===== src/rtl/fifo_reader_if.sv =====
// fifo_reader_if: downstream valid/ready word stream driven by fifo_reader.
//   o_valid  producer -> consumer   o_data holds a word
//   o_data   producer -> consumer   head-of-buffer word (DATA_WIDTH)
//   i_ready  consumer -> producer   consumer accepts o_data this cycle
// master = fifo_reader side, slave = consumer side.
interface fifo_reader_if #(
  parameter int DATA_WIDTH = 8
);
  logic                  o_valid;
  logic [DATA_WIDTH-1:0] o_data;
  logic                  i_ready;

  modport master (output o_valid, output o_data, input  i_ready);
  modport slave  (input  o_valid, input  o_data, output i_ready);
endinterface


===== src/rtl/fifo_reader.sv =====
// fifo_reader: drains a non-showahead FIFO (data valid one cycle after rdreq)
// into a valid/ready stream. A 2-entry buffer (head/tail) absorbs the read
// latency, so a held-high i_ready with a non-empty FIFO moves one word per cycle.
// Ports:
//   clk, rst_n   clock (rising edge), synchronous active-low reset
//   fifo_empty   FIFO empty flag
//   fifo_q       FIFO read data, valid the cycle after fifo_rden
//   fifo_rden    FIFO read request (combinational)
//   i_flush      synchronous clear of buffer, in-flight read and counter
//   s            stream master: o_valid / o_data / i_ready
//   o_rd_count   words delivered, wraps (only when FIFO_RD_CNT_EN is defined)
// Optional feature: define FIFO_RD_CNT_EN to add the o_rd_count port/counter.
module fifo_reader #(
  parameter int DATA_WIDTH = 8,
  parameter int CNT_W      = 16
) (
  input  logic                  clk,
  input  logic                  rst_n,
  input  logic                  fifo_empty,
  input  logic [DATA_WIDTH-1:0] fifo_q,
  output logic                  fifo_rden,
  input  logic                  i_flush,
  fifo_reader_if.master         s
`ifdef FIFO_RD_CNT_EN
  ,
  output logic [CNT_W-1:0]      o_rd_count
`endif
);

  if (DATA_WIDTH < 1) begin : g_bad_dw
    $error("fifo_reader: DATA_WIDTH must be >= 1");
  end
  if (CNT_W < 1) begin : g_bad_cw
    $error("fifo_reader: CNT_W must be >= 1");
  end

  typedef enum logic [1:0] {EMPTY = 2'd0, ONE = 2'd1, TWO = 2'd2} occ_e;

  occ_e                  occ_q, occ_d;
  logic                  inflight_q, inflight_d;
  logic [DATA_WIDTH-1:0] head_q, head_d;
  logic [DATA_WIDTH-1:0] tail_q, tail_d;
  logic                  pop;
  logic                  head_free;
  logic [2:0]            pend;

  assign s.o_valid = (occ_q != EMPTY);
  assign s.o_data  = head_q;

  always_comb begin
    pop  = s.o_valid & s.i_ready;
    // Words held or arriving after this edge; a new read must still fit.
    pend = {1'b0, occ_q} + {2'b00, inflight_q} - {2'b00, pop};
    fifo_rden = ~fifo_empty & (pend < 3'd2) & rst_n & ~i_flush;

    // The arriving word lands in head only when head is vacant after the pop.
    head_free = (occ_q == EMPTY) | ((occ_q == ONE) & pop);

    occ_d      = occ_q;
    inflight_d = fifo_rden;
    head_d     = head_q;
    tail_d     = tail_q;

    if (pop) head_d = tail_q;
    if (inflight_q) begin
      if (head_free) head_d = fifo_q;
      else           tail_d = fifo_q;
    end

    unique case (occ_q)
      EMPTY: if (inflight_q) occ_d = ONE;
      ONE: begin
        if (inflight_q & ~pop)      occ_d = TWO;
        else if (pop & ~inflight_q) occ_d = EMPTY;
      end
      TWO:     if (pop & ~inflight_q) occ_d = ONE;
      default: occ_d = EMPTY;
    endcase

    // Flush wins over pop and capture; o_data keeps its last value.
    if (i_flush) begin
      occ_d      = EMPTY;
      inflight_d = 1'b0;
      head_d     = head_q;
      tail_d     = tail_q;
    end
  end

  always_ff @(posedge clk) begin
    if (!rst_n) begin
      occ_q      <= EMPTY;
      inflight_q <= 1'b0;
      head_q     <= '0;
      tail_q     <= '0;
    end else begin
      occ_q      <= occ_d;
      inflight_q <= inflight_d;
      head_q     <= head_d;
      tail_q     <= tail_d;
    end
  end

`ifdef FIFO_RD_CNT_EN
  logic [CNT_W-1:0] cnt_q, cnt_d;

  always_comb begin
    cnt_d = cnt_q + CNT_W'(pop);
    if (i_flush) cnt_d = '0;
  end

  always_ff @(posedge clk) begin
    if (!rst_n) cnt_q <= '0;
    else        cnt_q <= cnt_d;
  end

  assign o_rd_count = cnt_q;
`endif

endmodule


===== src/flat_wrapper.sv =====
// flat-port wrapper written by rule: the top's interface ports become plain ports
module fifo_reader_flat 
#(
  parameter int DATA_WIDTH = 8,
  parameter int CNT_W      = 16
)
  (clk, rst_n, fifo_empty, fifo_q, fifo_rden, i_flush, s_o_valid, s_o_data, s_i_ready);
  fifo_reader_if #(.DATA_WIDTH(DATA_WIDTH)) s_i ();
  input  logic clk;
  input  logic rst_n;
  input  logic fifo_empty;
  input  logic [DATA_WIDTH-1:0] fifo_q;
  output logic fifo_rden;
  input  logic i_flush;
  output wire logic [$bits(s_i.o_valid)-1:0] s_o_valid;
  output wire logic [$bits(s_i.o_data)-1:0] s_o_data;
  input wire logic [$bits(s_i.i_ready)-1:0] s_i_ready;
  assign s_o_valid = s_i.o_valid;
  assign s_o_data = s_i.o_data;
  assign s_i.i_ready = s_i_ready;
  fifo_reader #(.DATA_WIDTH(DATA_WIDTH), .CNT_W(CNT_W)) u_core (.clk(clk), .rst_n(rst_n), .fifo_empty(fifo_empty), .fifo_q(fifo_q), .fifo_rden(fifo_rden), .i_flush(i_flush), .s(s_i));
endmodule

===== config.mk =====
export PLATFORM = sky130hd
export DESIGN_NAME = fifo_reader_flat
export DESIGN_NICKNAME = d
export VERILOG_FILES = /design/src/rtl/fifo_reader_if.sv /design/src/rtl/fifo_reader.sv /design/src/flat_wrapper.sv
export SDC_FILE = /design/constraint.sdc
export NUM_CORES = 1
export LEC_CHECK = 0
export ABC_AREA = 1
export BUFFER_PORTS_ARGS = -buffer_cell sky130_fd_sc_hd__buf_2
export CAP_MARGIN = 20
export CORE_ASPECT_RATIO = 1.1
export CORE_MARGIN = 5
export CORE_UTILIZATION = 55
export CTS_CLUSTER_SIZE = 20
export DETAILED_ROUTE_END_ITERATION = 10
export GPL_TIMING_DRIVEN = 0
export PLACE_DENSITY = 0.81
export RECOVER_POWER = 25
export SYNTH_ARGS = -nofsm -noshare
export SYNTH_HDL_FRONTEND = slang
export SYNTH_SLANG_ARGS = --single-unit

===== constraint.sdc =====
create_clock -name clk -period 4.3 [get_ports clk]
set_clock_uncertainty 0.05 [all_clocks]
set_input_delay 0.43 -clock clk [delete_from_list [all_inputs] [get_ports clk]]
set_output_delay 0.43 -clock clk [all_outputs]
set_load 0.005 [all_outputs]

==> out/metrics.csv <==
metric,value,unit
status,finished clean,
peakVddDrop,162,uV
finalInstanceArea,0.00123,mm2
routedWlPerCell,11.3,um
p_per_area,255,mW/mm2
postCtsSetupRepairBufs,0,
setup_viol_count_final,0,
syn_area,0.00107,mm2
reg2regPathDepth,8,
hpwl,1870,um
io_buffers,22,
regArea,380,um2
die_w,52.2,um
dieArea,0.00294,mm2
drt_wl_total,2390,um
netlist_top_cells_count,"nand2_1 (46), nand3_1 (25), dfxtp_1 (19), a21oi_1 (18), inv_1 (10)",
numCtsBuffers,3,
syn-num-nets,173,
synth_cell_types,23,
cts-resized-gates,0,
hold_viol,0,
drv_cap,0,
critical_path_class,flop to primary output,
clock_latency,0.29,ns
grt_overflow_total,0,
cts_tree,yes,
seq_area_frac_synth,35.4,%
cts.path.max_buffers,2,
core_area,0.00182,mm2
crit_buf_inv,3,
worstPathCellList,clkinvlp_2 > buf_6 > o21ai_1 > nand2_1 > fa_1 > xnor2_1 > nand2_1 > nor4_1 > buf_2,
fillCellCount,170,
htree_levels,1,
crit_slowest_cell,dfxtp_1,
drv_slew,0,
synth_area_leaders,"dfxtp_1 (35%), nand2_1 (16%), nand3_1 (12%)",
worst_pin_slew,0.443,ns
synthFlopType,dfxtp_1,
clockRootBuffer,clkbuf_4,
cp_top_family,buffers and inverters,
start_util,59.0,%
hold_start,fifo_empty,
layout_worst_path_cycle_share,68.3,%
grt_max_degree,11,
synth.most_common_cell,nand2_1,
drt_iter0_drc,33,
grt_pass1_wl,3920,um
dpl_cell_area,0.00122,mm2
cpMostUsedCell,nand2_1,
first_pass_iters,4,
worstPathRequired,3.82,ns
timing.setup.tns,0,ns
antenna_found_initial,0,
hold_path.class,input pin to flop,
end_kind,primary output,
async_reset_ff_share,0,%
syn_area_per_cell,6.76,um2
drive_gt1_share,20.5,%
area_growth,14.8,%
postCtsHoldBufs,0,
leakagePower,0.553,nW
clk_pin_slew,0.11,ns
fp.dieH,56.4,um
reg2reg_from,u_core.occ_q[1]$_SDFFE_PP0P_,
netlist.area_leader.share,35.4,%
fmax,340,MHz
vias_per_cell,5.04,
gp_congestion,0.844,
synthesis.instances,159,
finalCriticalPeriod,2.94,ns
ioPinCount,23,
critical_path.startpoint,u_core.occ_q[1]$_SDFFE_PP0P_,
vias,1069,
hold_depth,2,
grt_pass1_vias,919,
drcViolationCount,0,
ys_warn_count,0,
cts.sinks,19,
path_max_fanout,10,
rsz0062_at_grt,no,
layout.nets,200,
synth_top_cell_by_area,dfxtp_1,
grtUsageTotal,17.0,%
critPathMaxStageDelay,0.45,ns
antenna_cells,0,
slew_headroom,70.5,%
rows,16,
ys_seq_elements,19,
reg2reg_slack,2.15,ns
multi_input_area,559,um2
start_kind,flop,
synth_edf_count,0,
crit_arrival,2.46,ns
crit_cells,9,
ant_nets,0,
-- logic make-up after synthesis --
group	share of synthesized area [%]
adder cells (fa/ha/maj)	1.86
XOR/XNOR	0.815
AND/OR/NAND/NOR	40.3
AO/OA/AOI/OAI	9.31
buffers and inverters	12.3
flip-flops	35.4
-- per-stage QoR --
| stage | hold slack (ns) | cells | worst slack [ns] | util (%) | total power [mW] |
|---|---|---|---|---|---|
| after floorplan | 0.392 | 159 | 2.14 | - | 0.213 |
| after global placement | 0.399 | 208 | 1.89 | 66.9 | 0.229 |
| after detailed placement | 0.409 | 208 | 1.86 | 66.9 | 0.230 |
| after CTS | 0.246 | 212 | 1.67 | 68.3 | 0.317 |
| after global routing | 0.229 | 212 | 1.14 | 67.7 | 0.332 |
| final | 0.248 | 212 | 1.36 | 67.7 | 0.315 |
-- cell usage in the layout, fill, tap and decap left out, types with 2 or more instances in the layout --
cell type  synthesis  routed
nand2_1           46      47
nand3_1           25      25
buf_2              2      24
dfxtp_1           19      19
a21oi_1           18      18
inv_1             10      10
clkinv_1           8       8
nand4_1            8       8
clkbuf_1           2       4
inv_2              3       3
clkbuf_4           0       3
nand2_4            2       2
o21ai_1            2       2
nor4_1             2       2
-- path summary, 6_finish.rpt --
kind | end
min | u_core.inflight_q$_SDFF_PP0_
max reg2reg | u_core.inflight_q$_SDFF_PP0_
max | fifo_rden
min reg2reg | u_core.s.o_data[0]$_SDFFE_PN0N_
-- state kept, by name, summed over array words and instances, names as in the netlist --
signal             count
u_core.inflight_q      1
u_core.s.o_data        8
u_core.occ_q           2
u_core.tail_q          8
-- layout make-up --
| type | count | share of cell area (%) |
|---|---|---|
| Tap cell | 27 | 2.74 |
| Sequential cell | 19 | 30.8 |
| Multi-Input combinational cell | 111 | 45.3 |
| Clock buffer | 4 | 2.13 |
| Timing Repair Buffer | 22 | 8.93 |
| Buffer | 7 | 3.25 |
| Inverter | 22 | 6.80 |
-- metal layers --
layer  vias up  global-route usage, %  share of wire [%]
li1        573                      -                  -
met1       448                   23.3                 45
met2        44                   26.9                 45
met3         4                   3.44                8.6
met4         0                   4.38                1.0
met5         -                      0                  0
-- power breakdown --
part	switching, mW	total (mW)	internal (mW)
Clock	0.0533	0.0893	0.0360
Sequential	0.00262	0.182	0.179
Combinational	0.0265	0.0432	0.0168
Total	0.0824	0.315	0.232
No activity file was read; power rests on OpenSTA's default activity.
